File: config.mk
export PLATFORM = sky130hd
export DESIGN_NAME = multi_core_nonce_dispatcher
export DESIGN_NICKNAME = d
export VERILOG_FILES = /design/src/rtl/multi_core_nonce_dispatcher_pkg.sv /design/src/rtl/rr_arbiter.sv /design/src/rtl/multi_core_nonce_dispatcher.sv
export SDC_FILE = /design/constraint.sdc
export NUM_CORES = 1
export LEC_CHECK = 0
export BUFFER_PORTS_ARGS = -buffer_cell sky130_fd_sc_hd__buf_2
export CAP_MARGIN = 10
export CORE_MARGIN = 2
export CORE_UTILIZATION = 42
export CTS_CLUSTER_DIAMETER = 40
export DETAILED_ROUTE_END_ITERATION = 8
export PLACE_DENSITY = 0.79
export SLEW_MARGIN = 40
export SYNTH_ARGS = -nofsm -noshare
export SYNTH_HDL_FRONTEND = slang
export SYNTH_SLANG_ARGS = --single-unit
File: constraint.sdc
create_clock -name clk -period 9.5 [get_ports clk]
set_input_delay 1.425 -clock clk [delete_from_list [all_inputs] [get_ports clk]]
set_output_delay 1.425 -clock clk [all_outputs]
set_load 0.005 [all_outputs]
File: src/rtl/multi_core_nonce_dispatcher_pkg.sv
// Shared definitions for the multi-core nonce dispatcher.
//   state_t          : dispatcher FSM states
//   DEFAULT_NONCE_W  : default nonce width
//   OUTSTANDING_MULT : outstanding-request capacity per attached core
//   idx_width()      : core-index width, never below 1 bit
package multi_core_nonce_dispatcher_pkg;

  typedef enum logic [1:0] {
    ST_IDLE  = 2'd0,
    ST_RUN   = 2'd1,
    ST_DRAIN = 2'd2,
    ST_DONE  = 2'd3
  } state_t;

  localparam int unsigned DEFAULT_NONCE_W  = 32;
  localparam int unsigned OUTSTANDING_MULT = 4;

  function automatic int unsigned idx_width(input int unsigned n);
    return (n > 1) ? $clog2(n) : 1;
  endfunction

endpackage

File: src/rtl/rr_arbiter.sv
// Round-robin grant over a request vector.
// The search starts at index i_ptr (inclusive) and wraps; tying i_ptr to 0
// turns it into a lowest-index priority encoder.
//   i_req   : request vector
//   i_ptr   : first index to consider
//   o_grant : one-hot grant (zero when no request)
//   o_valid : at least one request present
//   o_idx   : index of the granted request
module rr_arbiter
  import multi_core_nonce_dispatcher_pkg::*;
#(
  parameter int unsigned N     = 4,
  parameter int unsigned IDX_W = 2
) (
  input  logic [N-1:0]     i_req,
  input  logic [IDX_W-1:0] i_ptr,
  output logic [N-1:0]     o_grant,
  output logic             o_valid,
  output logic [IDX_W-1:0] o_idx
);

  always_comb begin
    int unsigned w_pos;
    logic        w_got;
    w_pos   = 0;
    w_got   = 1'b0;
    o_grant = '0;
    o_idx   = '0;
    for (int unsigned k = 0; k < N; k++) begin
      w_pos = (32'(i_ptr) + k) % N;
      if (!w_got && i_req[w_pos]) begin
        w_got          = 1'b1;
        o_grant[w_pos] = 1'b1;
        o_idx          = IDX_W'(w_pos);
      end
    end
    o_valid = w_got;
  end

endmodule

File: src/rtl/multi_core_nonce_dispatcher.sv
// Hands an inclusive nonce range out to NUM_CORES hash cores, one nonce per
// cycle in round-robin order, tracks outstanding work and captures the first
// hit (lowest core index on ties).
// Optional feature macro: EXTRANONCE_ROLL_EN -- on exhaustion without a hit,
// bump extranonce and restart the range instead of finishing.
// Ports:
//   clk, reset          : clock, synchronous active-high reset
//   start, abort        : begin a search (IDLE/DONE only) / stop issuing
//   nonce_start/_end    : inclusive range, sampled on start
//   core_ready          : per-core accept
//   core_issue/_nonce   : one-hot issue and its nonce
//   core_rsp_valid/_hit : per-core result, hit flag
//   core_rsp_nonce      : per-core result nonce, core i in slice i
//   busy                : RUN or DRAIN
//   found/_nonce/_core  : captured first hit, held until next start
//   exhausted           : range finished without hit or abort
//   extranonce          : roll counter (0 unless EXTRANONCE_ROLL_EN)
module multi_core_nonce_dispatcher
  import multi_core_nonce_dispatcher_pkg::*;
#(
  parameter int unsigned NUM_CORES  = 4,
  parameter int unsigned NONCE_W    = DEFAULT_NONCE_W,
  parameter int unsigned CORE_IDX_W = idx_width(NUM_CORES)
) (
  input  logic                         clk,
  input  logic                         reset,
  input  logic                         start,
  input  logic                         abort,
  input  logic [NONCE_W-1:0]           nonce_start,
  input  logic [NONCE_W-1:0]           nonce_end,
  input  logic [NUM_CORES-1:0]         core_ready,
  output logic [NUM_CORES-1:0]         core_issue,
  output logic [NONCE_W-1:0]           core_nonce,
  input  logic [NUM_CORES-1:0]         core_rsp_valid,
  input  logic [NUM_CORES-1:0]         core_rsp_hit,
  input  logic [NUM_CORES*NONCE_W-1:0] core_rsp_nonce,
  output logic                         busy,
  output logic                         found,
  output logic [NONCE_W-1:0]           found_nonce,
  output logic [CORE_IDX_W-1:0]        found_core,
  output logic                         exhausted,
  output logic [31:0]                  extranonce
);

  localparam int unsigned CAP   = NUM_CORES * OUTSTANDING_MULT;
  localparam int unsigned OUT_W = $clog2(CAP + 1);
  localparam int unsigned CNT_W = $clog2(NUM_CORES + 1);

  state_t                r_state;
  state_t                w_state_nxt;
  // One extra bit so an all-ones end nonce steps past the end instead of wrapping.
  logic [NONCE_W:0]      r_nonce;
  logic [NONCE_W:0]      r_end;
  logic [CORE_IDX_W-1:0] r_ptr;
  logic [OUT_W-1:0]      r_outstanding;
  logic                  r_found;
  logic [NONCE_W-1:0]    r_found_nonce;
  logic [CORE_IDX_W-1:0] r_found_core;
  logic                  r_exhausted;
  logic                  r_abort_seen;

  logic [NUM_CORES-1:0]  w_rdy_grant;
  logic                  w_rdy_any;
  logic [CORE_IDX_W-1:0] w_rdy_idx;
  logic [NUM_CORES-1:0]  w_hit_vec;
  logic [NUM_CORES-1:0]  w_hit_grant;
  logic                  w_hit_any;
  logic [CORE_IDX_W-1:0] w_hit_idx;
  logic [NONCE_W-1:0]    w_hit_nonce;

  logic                  w_busy;
  logic                  w_start_ok;
  logic                  w_issue;
  logic                  w_last_issue;
  logic                  w_capture;
  logic                  w_found_any;
  logic                  w_abort_any;
  logic                  w_done_entry;
  logic [CNT_W-1:0]      w_rsp_cnt;
  logic [OUT_W:0]        w_out_sum;
  logic [OUT_W:0]        w_rsp_ext;
  logic [OUT_W-1:0]      w_out_nxt;
  logic [CORE_IDX_W-1:0] w_ptr_nxt;

  rr_arbiter #(
    .N     (NUM_CORES),
    .IDX_W (CORE_IDX_W)
  ) u_issue_arb (
    .i_req   (core_ready),
    .i_ptr   (r_ptr),
    .o_grant (w_rdy_grant),
    .o_valid (w_rdy_any),
    .o_idx   (w_rdy_idx)
  );

  assign w_hit_vec = core_rsp_valid & core_rsp_hit;

  // Pointer fixed at 0: lowest-index hit wins.
  rr_arbiter #(
    .N     (NUM_CORES),
    .IDX_W (CORE_IDX_W)
  ) u_hit_prio (
    .i_req   (w_hit_vec),
    .i_ptr   ('0),
    .o_grant (w_hit_grant),
    .o_valid (w_hit_any),
    .o_idx   (w_hit_idx)
  );

  always_comb begin
    w_hit_nonce = '0;
    for (int unsigned i = 0; i < NUM_CORES; i++) begin
      if (w_hit_grant[i]) w_hit_nonce = core_rsp_nonce[i*NONCE_W +: NONCE_W];
    end
  end

  always_comb begin
    w_rsp_cnt = '0;
    for (int unsigned i = 0; i < NUM_CORES; i++) begin
      w_rsp_cnt = w_rsp_cnt + CNT_W'(core_rsp_valid[i]);
    end
  end

  assign w_busy       = (r_state == ST_RUN) || (r_state == ST_DRAIN);
  assign w_start_ok   = start && ((r_state == ST_IDLE) || (r_state == ST_DONE));
  assign w_issue      = (r_state == ST_RUN) && (r_nonce <= r_end) &&
                        (r_outstanding < OUT_W'(CAP)) && w_rdy_any;
  assign w_last_issue = w_issue && (r_nonce == r_end);
  assign w_capture    = w_busy && !r_found && w_hit_any;
  assign w_found_any  = r_found || w_capture;
  assign w_abort_any  = r_abort_seen || (w_busy && abort);
  assign w_ptr_nxt    = (w_rdy_idx == CORE_IDX_W'(NUM_CORES - 1)) ? '0
                                                                  : w_rdy_idx + CORE_IDX_W'(1);

  // Results are only counted while a search is live, so stale responses
  // after reset or DONE cannot disturb the counter.
  assign w_out_sum = {1'b0, r_outstanding} + (OUT_W+1)'(w_issue);
  assign w_rsp_ext = (OUT_W+1)'(w_rsp_cnt);

  always_comb begin
    w_out_nxt = r_outstanding;
    if (w_busy) begin
      if (w_out_sum > w_rsp_ext) w_out_nxt = OUT_W'(w_out_sum - w_rsp_ext);
      else                       w_out_nxt = '0;
    end
  end

  always_comb begin
    w_state_nxt = r_state;
    case (r_state)
      ST_IDLE, ST_DONE: begin
        if (start) w_state_nxt = ST_RUN;
      end
      ST_RUN: begin
        if (w_hit_any || abort || w_last_issue || (r_nonce > r_end))
          w_state_nxt = ST_DRAIN;
      end
      ST_DRAIN: begin
        if (r_outstanding == '0) begin
          if (!w_found_any && !w_abort_any) begin
`ifdef EXTRANONCE_ROLL_EN
            w_state_nxt = ST_RUN;
`else
            w_state_nxt = ST_DONE;
`endif
          end else begin
            w_state_nxt = ST_DONE;
          end
        end
      end
      default: w_state_nxt = ST_IDLE;
    endcase
  end

  assign w_done_entry = (r_state == ST_DRAIN) && (w_state_nxt == ST_DONE);

`ifdef EXTRANONCE_ROLL_EN
  logic               w_roll;
  logic [NONCE_W-1:0] r_start_nonce;
  logic [31:0]        r_extranonce;

  assign w_roll = (r_state == ST_DRAIN) && (w_state_nxt == ST_RUN);

  always_ff @(posedge clk) begin
    if (reset) begin
      r_start_nonce <= '0;
      r_extranonce  <= '0;
    end else begin
      if (w_start_ok) r_start_nonce <= nonce_start;
      if (w_roll)     r_extranonce  <= r_extranonce + 32'd1;
    end
  end

  assign extranonce = r_extranonce;
`else
  assign extranonce = '0;
`endif

  always_ff @(posedge clk) begin
    if (reset) begin
      r_state       <= ST_IDLE;
      r_nonce       <= '0;
      r_end         <= '0;
      r_ptr         <= '0;
      r_outstanding <= '0;
      r_found       <= 1'b0;
      r_found_nonce <= '0;
      r_found_core  <= '0;
      r_exhausted   <= 1'b0;
      r_abort_seen  <= 1'b0;
    end else begin
      r_state       <= w_state_nxt;
      r_outstanding <= w_out_nxt;
      if (w_start_ok) begin
        r_nonce       <= {1'b0, nonce_start};
        r_end         <= {1'b0, nonce_end};
        r_found       <= 1'b0;
        r_found_nonce <= '0;
        r_found_core  <= '0;
        r_exhausted   <= 1'b0;
        r_abort_seen  <= 1'b0;
      end
      if (w_issue) begin
        r_nonce <= r_nonce + (NONCE_W+1)'(1);
        r_ptr   <= w_ptr_nxt;
      end
`ifdef EXTRANONCE_ROLL_EN
      if (w_roll) r_nonce <= {1'b0, r_start_nonce};
`endif
      if (w_capture) begin
        r_found       <= 1'b1;
        r_found_nonce <= w_hit_nonce;
        r_found_core  <= w_hit_idx;
      end
      if (w_busy && abort) r_abort_seen <= 1'b1;
      if (w_done_entry)    r_exhausted  <= !w_found_any && !w_abort_any;
    end
  end

  assign core_issue  = w_issue ? w_rdy_grant : '0;
  assign core_nonce  = w_issue ? r_nonce[NONCE_W-1:0] : '0;
  assign busy        = w_busy;
  assign found       = r_found;
  assign found_nonce = r_found_nonce;
  assign found_core  = r_found_core;
  assign exhausted   = r_exhausted;

endmodule

==> results.txt, run 1 <==
The horizontal extent of the die is 136.7 µm. The post-route clock period utilization came out at 70.66%. The minimum hold slack is 0.4547 ns. The top fanout value on the critical path came out at 45. The synthesized area is 0.007400 mm². The number of antenna violations at the first check in global routing came out at 2. Walking the worst path, the cells encountered are inv_1 -> ha_1 -> mux4_1 -> or2_4 -> o311ai_4 -> a21oi_4 -> nand2_2 -> inv_2 -> ha_1 -> ha_1 -> xor2_1 -> ha_1 -> a21oi_1 -> a31oi_1 -> nor3_1 -> o21ai_0 -> a22oi_1 -> nor2_1.

In the final routed layout, each cell accounts on average for 17.38 µm. The via count of the first global-routing pass is 7,400. TritonCTS built the clock tree.

The maximum buffer depth of the clock tree came out at 2. In this run, post-CTS hold repair placed 0 buffers. Clock tree synthesis found a total of 111 sinks. In this run the clock root is driven by a sky130_fd_sc_hd__clkbuf_16. The half-perimeter wire length after placement is 18,160 µm. On the worst path, the slowest cell contributes a delay of 0.78 ns. For the pin with the worst max-slew slack, the measured transition is 0.7761 ns.

In this run, the number of DRC markers left after iteration 0 of detailed routing was 689. The sequential-to-total area share from yosys stat came out at 30.03%. The minimum clock period is 6.713 ns. The net count of the finished layout is 1,440.

The total of endpoints with negative setup slack in the final report came out at 0. The most used flip-flop cell after synthesis is sky130_fd_sc_hd__dfxtp_1. The peak supply drop came out at 0.0001208 V. The number of remaining DRC errors is 0. The count of final hold-check violations is 0.

The pre-CTS setup slack is 2.939 ns. In the global route stage, overall resource usage came out at 25.08%. The number of routed nets with antenna violations came out at 0. The worst setup path is launched from a flip-flop. The global-route wire length before repair is 37,130 µm. The area fraction in and, or, nand and nor cells after synthesis came out at 22.68%. The total area inside the core boundary comes to 0.01724 mm².

The area fraction in compound gates after synthesis is 26.56%. The count of max-cap constraint violations is 0. The tightest min-delay check is of the flip-flop to flip-flop type. In the layout the commonest cells are sky130_fd_sc_hd__buf_2 (279), sky130_fd_sc_hd__nand2_1 (143), sky130_fd_sc_hd__dfxtp_1 (111), sky130_fd_sc_hd__a21oi_1 (100). The overall die height came out at 136.7 µm. The flop and latch count out of synthesis came out at 111. The post-CTS resize count is 0. Of the cells placed in the final design, the portion with a size suffix greater than 1 is 27.85%. The mux contribution to synthesized area came out at 1.556%. The leakage power of the design came out at 4.041 nW.

The adder and majority cell fraction of the synthesized area came out at 8.996%. The maximum operating frequency is 149.0 MHz. The filler cell count came out at 1,667.

The mean area per synthesized cell is 7.781 µm². The count of TritonRoute iterations in the first routing pass came out at 6. Across all layers, the routed design uses 8,126 vias.

STA classifies the critical path endpoint as a flip-flop. The setup clock skew after layout came out at 0.01258 ns. In this run, synthesis inferred 0 flip-flops with an integrated enable. The count of boundary I/O pins is 313. The arrival time at the worst endpoint is 6.94 ns.

The global route total overflow is 0. The die area came out at 0.01870 mm². At the later pin of the worst-skew pair, clock insertion delay measures 0.37 ns.

The post-CTS clock slew at the launch and capture registers of the worst setup and hold paths is 0.08 ns. The number of max-slew violations in the final report is 0. The max-slew headroom at the worst pin came out at 48.19%. Of the total synthesized cell area, the portion taken by XOR and XNOR cells is 0.3551%. Buffers inserted during clock tree synthesis total 9.

The total number of yosys warnings came out at 0. By area, the combinational part of the netlist is dominated by compound AO/OA/AOI/OAI gates. The count of buffers added by post-CTS timing repair for setup came out at 0. The final RePlAce weighted congestion came out at 0.8860. CTS built an H-tree with a depth of 3. The relative area change from synthesis to final layout is 23.05%. The number of unique standard cell types used by synthesis is 72. The flow ran to the end, and the final reports show no timing, DRC or antenna violations. The number of cells produced by synthesis came out at 951. The initial utilization of the core area, before any placement, comes to 42.93%. The core occupancy in the finished layout came out at 52.82%. The finished cells cover 0.009105 mm².

For this design the ratio of total power to cell area is 259.3 mW/mm². The maximum number of pins on one net before global-route repair came out at 85. The total cell area at the placement stage is 0.008783 mm². The worst path setup slack after routing came out at 2.787 ns. Setup repair after global routing left no endpoint under its margin. The setup check on the worst reg-to-reg path leaves a slack of 2.79 ns. Leaving out fill and tap cells, the most frequent cell in the layout is sky130_fd_sc_hd__buf_2. The row count is 48. The count of buffers added on input and output ports is 280.

After detailed routing, the number of vias per cell comes to 5.759. The source of the worst hold timing path is r_end[2]. Summed over all layers, the routed wires come to 24,530 µm. The share of synthesized flip-flops with an asynchronous set or reset came out at 0%.

The cell with the most instances on the worst path is sky130_fd_sc_hd__ha_1. For this design, the slowest cell found on the critical path is sky130_fd_sc_hd__dfxtp_1. The setup path with the least slack is of type flip-flop to flip-flop.

The aggregate negative setup slack came out at 0 ns. For the worst setup path, the data required time is 9.73 ns.
layout make-up:
| class | count | area, µm² | area share (%) |
|---|---|---|---|
| Antenna cell | 1 | 2.502 | 0.02748 |
| Clock buffer | 9 | 225.2 | 2.474 |
| Clock inverter | 7 | 92.59 | 1.017 |
| Inverter | 49 | 183.9 | 2.020 |
| Multi-Input combinational cell | 718 | 4611 | 50.64 |
| Sequential cell | 111 | 2222 | 24.41 |
| Tap cell | 225 | 281.5 | 3.092 |
| Timing Repair Buffer | 291 | 1486 | 16.33 |
through the flow:
stage	total power, W	cells
detailed placement	0.001942	1394
global placement	0.001896	1393
finish	0.002361	1411
CTS	0.002363	1410
global route	0.002545	1411
floorplan	0.001586	982
final timing paths:
kind	cells past startpoint	endpoint
worst min-delay path	2	r_end[2]
worst max register to register	18	r_outstanding[3]
worst max-delay path	18	r_outstanding[3]
worst min register to register	2	r_end[2]
cells in the mapped netlist (22+ instances only):
library cell | n | area, µm²
sky130_fd_sc_hd__ha_1 | 50 | 625.6
sky130_fd_sc_hd__inv_1 | 47 | 176.4
sky130_fd_sc_hd__clkbuf_1 | 54 | 202.7
sky130_fd_sc_hd__nor3_1 | 35 | 175.2
sky130_fd_sc_hd__a21oi_1 | 100 | 500.5
sky130_fd_sc_hd__nor2_1 | 52 | 195.2
sky130_fd_sc_hd__o21ai_0 | 22 | 110.1
sky130_fd_sc_hd__and3_1 | 42 | 262.8
sky130_fd_sc_hd__buf_4 | 33 | 247.7
sky130_fd_sc_hd__dfxtp_1 | 111 | 2222
sky130_fd_sc_hd__nand2_1 | 144 | 540.5
sky130_fd_sc_hd__a222oi_1 | 32 | 320.3
sky130_fd_sc_hd__a311oi_1 | 45 | 394.1
registers in the layout (all words and copies together), names as in the netlist, named ones only:
register       cells
exhausted          1
found              1
found_core         2
found_nonce       32
r_abort_seen       1
r_end             32
r_nonce           33
r_outstanding      5
r_ptr              1
r_state            2
per-layer routing:
layer	wire (µm)	track usage, %	part of all wire (%)
met4	723	8.623	2.9
met3	2113	5.630	8.6
met1	9377	29.96	38
met5	11	0	0.045
met2	12300	44.14	50
cell families (layout without fill, tap and decap cells):
kind of cell               count (synthesis)  count (layout)
and+or+nand+nor                          353             353
AOI/OAI and AO/OA                        272             272
buffers and inverters                    153             356
DFF                                      111             111
adders and majority gates                 52              52
muxes                                      6               6
xor gates and xnor gates                   3               3
other                                      1              33
report_power, final:
part	switching (W)	leakage, nW	internal (W)
sequential	0.000145	0.910	0.000616
combinational	0.000712	2.97	0.000470
clock	0.000186	0.160	0.000232
total	0.00104	4.04	0.00132
worst max-delay path, delay by kind of cell, from the launching register on:
family                     cells  cell delay [ns]
AOI/OAI and AO/OA              6             1.44
adders and majority gates      4             1.35
and+or+nand+nor                4             1.28
buffers and inverters          2             0.99
DFF                            1             0.78
muxes                          1             0.52
xor gates and xnor gates       1             0.21
Power figures use the tool's default switching activity.
==> inputs of run 2 (changes only) <==
Settings changed: ABC_AREA from default to 1, PLACE_DENSITY 0.79 to 0.78.
Clock period 9.5 ns to 6.7 ns, I/O delays scaled along.
==> results.txt, run 2 <==
The commonest cells after synthesis are sky130_fd_sc_hd__nand2_1 (279), sky130_fd_sc_hd__inv_1 (121), sky130_fd_sc_hd__a21oi_1 (113). The family with the most delay on the worst path is buffers and inverters. The peak supply drop is 0.0001347 V. The final instance area came out at 0.009487 mm².

The initial standard-cell utilization of the core came out at 43.14%. A synthesized cell averages 6.803 µm². The total of endpoints with negative setup slack in the final report came out at 0. Counting both buffers and inverters, the worst setup path holds a total of 5.

In the layout the commonest cells are sky130_fd_sc_hd__buf_2 (280), sky130_fd_sc_hd__nand2_1 (278), sky130_fd_sc_hd__inv_1 (119), sky130_fd_sc_hd__a21oi_1 (113), sky130_fd_sc_hd__dfxtp_1 (111). The minimum clock period is 4.148 ns. The startpoint identified for the worst hold timing path is r_end[28]. The leakage power of the design is 4.569 nW. In this run, distinct cell masters in the synthesized netlist total 45. The portion of total power attributed to the clock network came out at 27.1%.

The count of buffers added by post-CTS timing repair for setup is 0. The top fanout value on the critical path is 64. At the pin with the least slew margin, the transition time is 0.8159 ns. The overall die height came out at 140.3 µm.

The portion of synthesized cell area occupied by the leading cell type is 28.48%. The sequential fraction of design power came out at 36.3%. For this run, the leading register cell type out of synthesis is sky130_fd_sc_hd__dfxtp_1.

Traced cell by cell, the critical path runs through inv_2 -> ha_1 -> inv_1 -> nand3_1 -> nand2_1 -> nand4_1 -> nand2_1 -> inv_1 -> nand2_2 -> buf_4 -> nor2_1 -> buf_2. The post-route clock period utilization is 61.91%. The fraction of synthesized cell area in xor and xnor cells came out at 3.480%.

The net switching power came out at 0.0008565 W. For this design the ratio of total power to cell area is 234.1 mW/mm². The setup clock skew after layout is 0.007238 ns. By area the synthesized netlist is led by sky130_fd_sc_hd__dfxtp_1 (28%), sky130_fd_sc_hd__nand2_1 (13%), sky130_fd_sc_hd__ha_1 (8.0%), sky130_fd_sc_hd__a21oi_1 (7.2%), sky130_fd_sc_hd__inv_1 (5.8%). The maximum level of the CTS H-tree is 3. The global route total overflow came out at 0. CTS placed an instance of sky130_fd_sc_hd__clkbuf_16 at the clock tree root. The portion of total power attributed to combinational logic is 36.6%. The tool flagged a number of max-cap violations equal to 0. The post-route total power is 0.002221 W. The row count is 49. The critical path required time is 5.69 ns. The number of antenna violations at the first check in global routing was 4. The number of vias after detailed routing came out at 8,217. The flip-flop count of the largest register after layout came out at 33.

The max-slew headroom at the worst pin came out at 45.48%. The DRC violation total after the first TritonRoute iteration came out at 497. The run finished with clean final reports. After floorplanning, the core was sized to cover 0.01809 mm². Entering global routing, the biggest net connects 76 pins.

Cell internal power was estimated by the tool at 0.001365 W. Setup repair after global routing left no endpoint under its margin. The relative area change from synthesis to final layout is 21.58%.

Hold repair after CTS inserted 0 buffers. The via count of the first global-routing pass is 7,846. The final net count is 1,647. In this run, synthesis inferred 0 flip-flops with an integrated enable. r_nonce holds more flip-flops than any other register. The wire length reported by the detailed router came out at 23,760 µm. The floorplan step set the die width to 140.3 µm. The adder and majority cell fraction of the synthesized area came out at 8.531%. Clock tree synthesis inserted a total of 9 buffers. In this run the worst hold path is classified as flip-flop to flip-flop.

The number of max-slew violations in the final report came out at 0. The post-CTS resize count is 0. After synthesis, the largest family of logic cells by area is simple AND/OR/NAND/NOR gates. The count of boundary I/O pins is 313. The routed via count divided by cell count is 5.060. The area fraction in compound gates after synthesis is 19.98%. On the critical path, the stage with the largest delay is an instance of sky130_fd_sc_hd__dfxtp_1.

The count of final hold-check violations came out at 0. For this run, the detailed router's first-pass iteration total came to 5. Setup total negative slack on the finished layout was measured at 0 ns. STA classifies the critical path startpoint as a flip-flop.

The insertion delay to the later sink of the worst-skew pair came out at 0.35 ns. The sequential-to-total area share from yosys stat is 28.48%. The delay of the slowest cell on the worst path came out at 0.56 ns. The class of the most critical setup path is flip-flop to output port. The maximum operating frequency is 241.1 MHz.

Multiplexer cells account for 0% of the synthesized area. The most frequent standard cell in the layout excluding fill and tap cells is sky130_fd_sc_hd__buf_2. The count of nets left with antenna violations once routing finished came out at 0. At the end of routability-driven placement, the weighted congestion stood at 0.8583. For this run, asynchronously set or reset flops after synthesis account for 0%. The first global-routing pass estimated 37,980 µm of wire. The count of port buffers added during placement came out at 280. The arrival time at the worst endpoint is 3.14 ns. The synthesized design spends more area on one cell type than any other, namely sky130_fd_sc_hd__dfxtp_1.

The filler cell count is 1,802. Summing all placed instances gives a cell area of 0.009146 mm². Counting every instance in the synthesized netlist gives 1,147. The half-perimeter wire length after placement is 18,220 µm. The maximum buffer depth of the clock tree is 2. Synthesis inferred 111 register bits. The post-CTS clock slew at the launch and capture registers of the worst setup and hold paths is 0.08 ns.

The die area came out at 0.01968 mm². Net switching is 38.56% of the power. The TritonCTS clock tree is yes. The per-cell routed wire length came out at 14.63 µm. The number of remaining DRC errors came out at 0. The synthesized area is 0.007802 mm². The total number of yosys warnings is 0. The leading cell type by number of instances after synthesis is sky130_fd_sc_hd__nand2_1. The number of sinks on the clock net came out at 111. STA classifies the critical path endpoint as an output port. The area fraction in and, or, nand and nor cells after synthesis came out at 26.64%. The overall global routing resource usage is 23.71%. The fraction of layout cells with a size suffix above 1 came out at 24.86%.
[run 2: cell count changes in the layout (fill, tap and decap cells not counted), moves of 32 or more]
cell	change
sky130_fd_sc_hd__inv_1	+72
sky130_fd_sc_hd__a222oi_1	-32
sky130_fd_sc_hd__nand3_1	+34
sky130_fd_sc_hd__nand2_1	+135
sky130_fd_sc_hd__a311oi_1	-44
sky130_fd_sc_hd__and3_1	-42
[run 2: layout make-up]
| class | instances | area (µm²) | area share (%) |
|---|---|---|---|
| antenna | 3 | 7.507 | 0.07913 |
| clock buffer | 9 | 225.2 | 2.374 |
| clock inverter | 7 | 103.9 | 1.095 |
| inverter | 128 | 486.7 | 5.131 |
| multi-input combinational | 851 | 4705 | 49.59 |
| sequential | 111 | 2222 | 23.42 |
| tap | 229 | 286.5 | 3.020 |
| timing repair buffer | 286 | 1450 | 15.29 |
[run 2: worst reg2reg max path: stages (launching register included)]
cell	delay, ns
sky130_fd_sc_hd__dfxtp_1	0.56
sky130_fd_sc_hd__inv_2	0.21
sky130_fd_sc_hd__ha_1	0.37
sky130_fd_sc_hd__inv_1	0.13
sky130_fd_sc_hd__nand3_1	0.10
sky130_fd_sc_hd__nand2_1	0.10
sky130_fd_sc_hd__nand4_1	0.16
sky130_fd_sc_hd__nand2_1	0.09
sky130_fd_sc_hd__inv_1	0.05
sky130_fd_sc_hd__nand2_2	0.09
sky130_fd_sc_hd__inv_4	0.13
sky130_fd_sc_hd__ha_1	0.24
sky130_fd_sc_hd__ha_1	0.20
sky130_fd_sc_hd__xor2_1	0.16
sky130_fd_sc_hd__ha_1	0.33
sky130_fd_sc_hd__inv_1	0.10
sky130_fd_sc_hd__nor2_1	0.06
sky130_fd_sc_hd__nor3_1	0.26
sky130_fd_sc_hd__inv_1	0.08
sky130_fd_sc_hd__a211oi_1	0.21
sky130_fd_sc_hd__inv_1	0.13
sky130_fd_sc_hd__a21oi_1	0.16
sky130_fd_sc_hd__a211oi_1	0.06
[run 2: metal layers]
metal | track usage [%] | share of wire, % | up-vias
met1 | 27.76 | 40 | 3647
met5 | 0 | 0.055 | -
met3 | 3.658 | 6.7 | 44
met4 | 9.729 | 3.3 | 2
li1 | - | - | 4219
met2 | 43.14 | 50 | 305
[run 2: worst paths after layout]
path	slack, ns	end	cells after the start
worst max-delay path	2.55	core_nonce[27]	12
worst min-delay path	0.46	r_end[28]	2
worst max register to register	2.60	r_outstanding[3]	22
worst min register to register	0.46	r_end[28]	2
[run 2: cells by family (layout without fill, tap and decap cells)]
logic type / count (synthesis) / count (layout)
XOR/XNOR: 31 / 31
flip-flops: 111 / 111
buffers and inverters: 216 / 430
adder cells (fa/ha/maj): 52 / 52
other: 1 / 35
AND/OR/NAND/NOR: 471 / 471
AO/OA/AOI/OAI: 265 / 265
[run 2: power groups by stage]
| stage | registers (W) | logic (W) | clock network [W] |
|---|---|---|---|
| floorplan | 0.000804 | 0.000611 | 0 |
| global placement | 0.000818 | 0.000785 | 0 |
| detailed placement | 0.000821 | 0.000810 | 0 |
| CTS | 0.000805 | 0.000815 | 0.000621 |
| global route | 0.000818 | 0.000929 | 0.000645 |
| finish | 0.000807 | 0.000812 | 0.000602 |
[run 2: metrics by stage]
step           utilization [%]  hold WS, ns  setup WS (ns)  cells
6_report                 52.45       0.4599          2.552   1624
3_3_place_gp             50.55       0.4430          2.646   1605
3_5_place_dp             50.57       0.4506          2.468   1605
4_1_cts                  52.39       0.4631          2.584   1621
5_1_grt                  52.45       0.4799          2.181   1624
2_1_floorplan                -       0.4328          2.960   1178
==> inputs of run 3 (changes only) <==
Settings changed: PLACE_DENSITY 0.78 to 0.81.
Clock period 6.7 ns to 3.5 ns, I/O delays scaled along.
==> results.txt, run 3 (synthesis results as in run 2) <==
The arrival time at the worst endpoint is 3.57 ns. The number of placed instances, taps included, is 1,645. The overall die height is 140.3 µm. The cell depth of the worst setup path came out at 25. The leakage power of the design is 4.787 nW.

The flip-flop count of the largest register after layout came out at 33. The number of remaining DRC errors is 0. Grouping stages by cell kind, the critical path spends the most delay in simple AND/OR/NAND/NOR gates. CTS built an H-tree with a depth of 3. The number of sinks on the clock net is 111. The filler cell count came out at 1,697. No sink is reached through more buffers than the 2 on the longest clock path.

The row count came out at 49. The insertion delay to the later sink of the worst-skew pair is 0.36 ns. The placeable core region came out at 0.01809 mm². The class of the most critical hold timing path is input port to flip-flop. The transition time of the tightest slew-check pin came out at 0.7798 ns. The initial standard-cell utilization of the core is 43.14%. The worst setup slack for register-to-register paths came out at 0.14 ns. For the final database, setup skew stands at 0.01149 ns. The final RePlAce weighted congestion is 0.8895. Using the TritonRoute via totals, the vias-per-cell ratio works out to 5.158.

The horizontal extent of the die is 140.3 µm. The maximum number of pins on one net before global-route repair is 75. The fraction of layout cells with a size suffix above 1 came out at 30.36%. The worst path setup slack after routing came out at 0.1358 ns.

Tracing the worst setup path back leads to its startpoint at r_end[31]. Ranked by flip-flop count, first place goes to r_nonce. The max-slew headroom at the worst pin is 47.96%.

The number of routed nets with antenna violations is 0. For this run, the number of standard cells in the final layout without fillers is 1,664. The count of max-cap constraint violations is 0. The peak supply drop came out at 0.0002445 V.

The class of the most critical setup path is flip-flop to flip-flop. The number of vias after detailed routing is 8,583. The final instance area came out at 0.01001 mm².

The top fanout value on the critical path came out at 5. The count of TritonRoute iterations in the first routing pass came out at 6. For the finished layout, the period the worst path requires is 3.364 ns. Dividing the detail-routed wire length by the instance count gives 15.22 µm. The number of CTS-inserted buffers is 9.

The maximum operating frequency came out at 297.2 MHz. The global route total overflow is 0. TritonCTS built the clock tree.

Among all stages on the critical path, the largest delay is contributed by sky130_fd_sc_hd__dfxtp_1. After legalization and detailed placement, the total HPWL measured 19,440 µm. The endpoint of the most critical setup path is r_outstanding[4]. The delay of the slowest cell on the worst path came out at 0.31 ns. The overall global routing resource usage came out at 24.69%.

The cell depth of the worst flop-to-flop path is 25. Data on the critical path is required at its endpoint by 3.71 ns. The total of endpoints with negative setup slack in the final report is 0. The die covers 0.01968 mm². In the layout the commonest cells are sky130_fd_sc_hd__buf_2 (280), sky130_fd_sc_hd__nand2_1 (269), sky130_fd_sc_hd__inv_1 (112), sky130_fd_sc_hd__a21oi_1 (108), sky130_fd_sc_hd__dfxtp_1 (104).

In this run the cell area measured after placement is 0.009464 mm². Relative to the synthesized area, the layout overhead comes to 28.27%. Pin placement for this block handled 313 I/O pins. The cell sitting at the root of the clock tree is a sky130_fd_sc_hd__clkbuf_16. STA classifies the critical path startpoint as a flip-flop.

The worst setup path is captured at a flip-flop. Leaving out fill and tap cells, the most frequent cell in the layout is sky130_fd_sc_hd__buf_2. The DRC violation total after the first TritonRoute iteration came out at 449. Overall power consumption after layout is estimated at 0.004481 W. The via count of the first global-routing pass came out at 8,068. The sum of buffers and inverters on the critical path is 5.

In this run the critical register-to-register path is captured at r_outstanding[4]. The wire length reported by the detailed router came out at 25,330 µm. The core occupancy in the finished layout is 55.34%. The number of max-slew violations in the final report came to 0.

The post-CTS clock slew at the launch and capture registers of the worst setup and hold paths came out at 0.08 ns. The first global-routing pass estimated 39,170 µm of wire. The startpoint identified for the worst register-to-register timing path is r_end[31]. The post-route clock period utilization came out at 96.12%.

The cts-stage hold buffer count is 0. The final net count came out at 1,688. The power per cell area is 447.7 mW/mm². The number of antenna violations at the first check in global routing is 2. The run finished with clean final reports. Before CTS, the worst setup slack after placement is -0.03691 ns. The count of port buffers added during placement came out at 280. The count of final hold-check violations came to 0.
==> run 3: changes by cell type in the layout (fill, tap and decap cells not counted), moves of 7 or more <==
cell / change
sky130_fd_sc_hd__buf_4: +40
sky130_fd_sc_hd__dfxtp_1: -7
sky130_fd_sc_hd__ha_1: -9
sky130_fd_sc_hd__ha_4: +9
sky130_fd_sc_hd__inv_1: -7
sky130_fd_sc_hd__inv_2: +7
sky130_fd_sc_hd__nand2_1: -9
sky130_fd_sc_hd__nand2_2: +8
sky130_fd_sc_hd__nor2_1: -9
==> run 3: worst min-delay path by stage <==
stage | from | end | slack [ns] | depth (start not counted)
finish | nonce_start[1] | r_nonce[1] | 0.43 | 3
global route | nonce_start[1] | r_nonce[1] | 0.44 | 3
CTS | nonce_start[10] | r_nonce[10] | 0.42 | 3
detailed placement | r_end[4] | r_end[4] | 0.45 | 2
global placement | r_abort_seen | r_abort_seen | 0.44 | 2
floorplan | r_end[1] | r_end[1] | 0.43 | 2
==> run 3: area by class of cell <==
class / count / area [µm²] / share of cell area [%]
multi-input combinational: 851 / 4923 / 49.19
sequential: 111 / 2233 / 22.32
timing repair buffer: 327 / 1770 / 17.69
inverter: 128 / 485.5 / 4.851
tap: 229 / 286.5 / 2.863
clock buffer: 11 / 252.7 / 2.525
clock inverter: 5 / 51.30 / 0.5126
antenna: 2 / 5.005 / 0.05001
==> run 3: power by group <==
part / internal (W) / switching, W / total, W / leakage [nW]
sequential: 0.00141 / 0.0000868 / 0.00149 / 0.913
clock: 0.000537 / 0.000523 / 0.00106 / 0.149
combinational: 0.000752 / 0.00117 / 0.00193 / 3.73
==> run 3: per-stage QoR <==
step	hold slack (ns)	setup TNS [ns]
global placement	0.4437	0
global route	0.4419	-0.1114
finish	0.4289	0
detailed placement	0.4512	-0.07253
floorplan	0.4328	0
CTS	0.4210	0
==> run 3: per-layer routing <==
| metal | vias to the layer above | global-route usage, % | wire [µm] |
|---|---|---|---|
| li1 | 4300 | - | - |
| met1 | 3860 | 28.43 | 9959 |
| met2 | 364 | 44.92 | 12760 |
| met3 | 59 | 3.658 | 1676 |
| met4 | 0 | 11.59 | 933 |
| met5 | - | 0 | 0 |
==> run 3: repair_timing <==
item | 4_1_cts | 5_1_grt
pin swaps | 0 | 20
setup buffers | 0 | 1
gates resized for setup | 3 | 54
gates cloned | 0 | 0
endpoints found under the setup margin | 4 | 14
hold endpoints to repair | 0 | 0
==> run 3: worst min-delay path, cell delays in order <==
cell,delay [ns]
sky130_fd_sc_hd__buf_2,0.10
sky130_fd_sc_hd__nand2_1,0.06
sky130_fd_sc_hd__a31oi_1,0.06
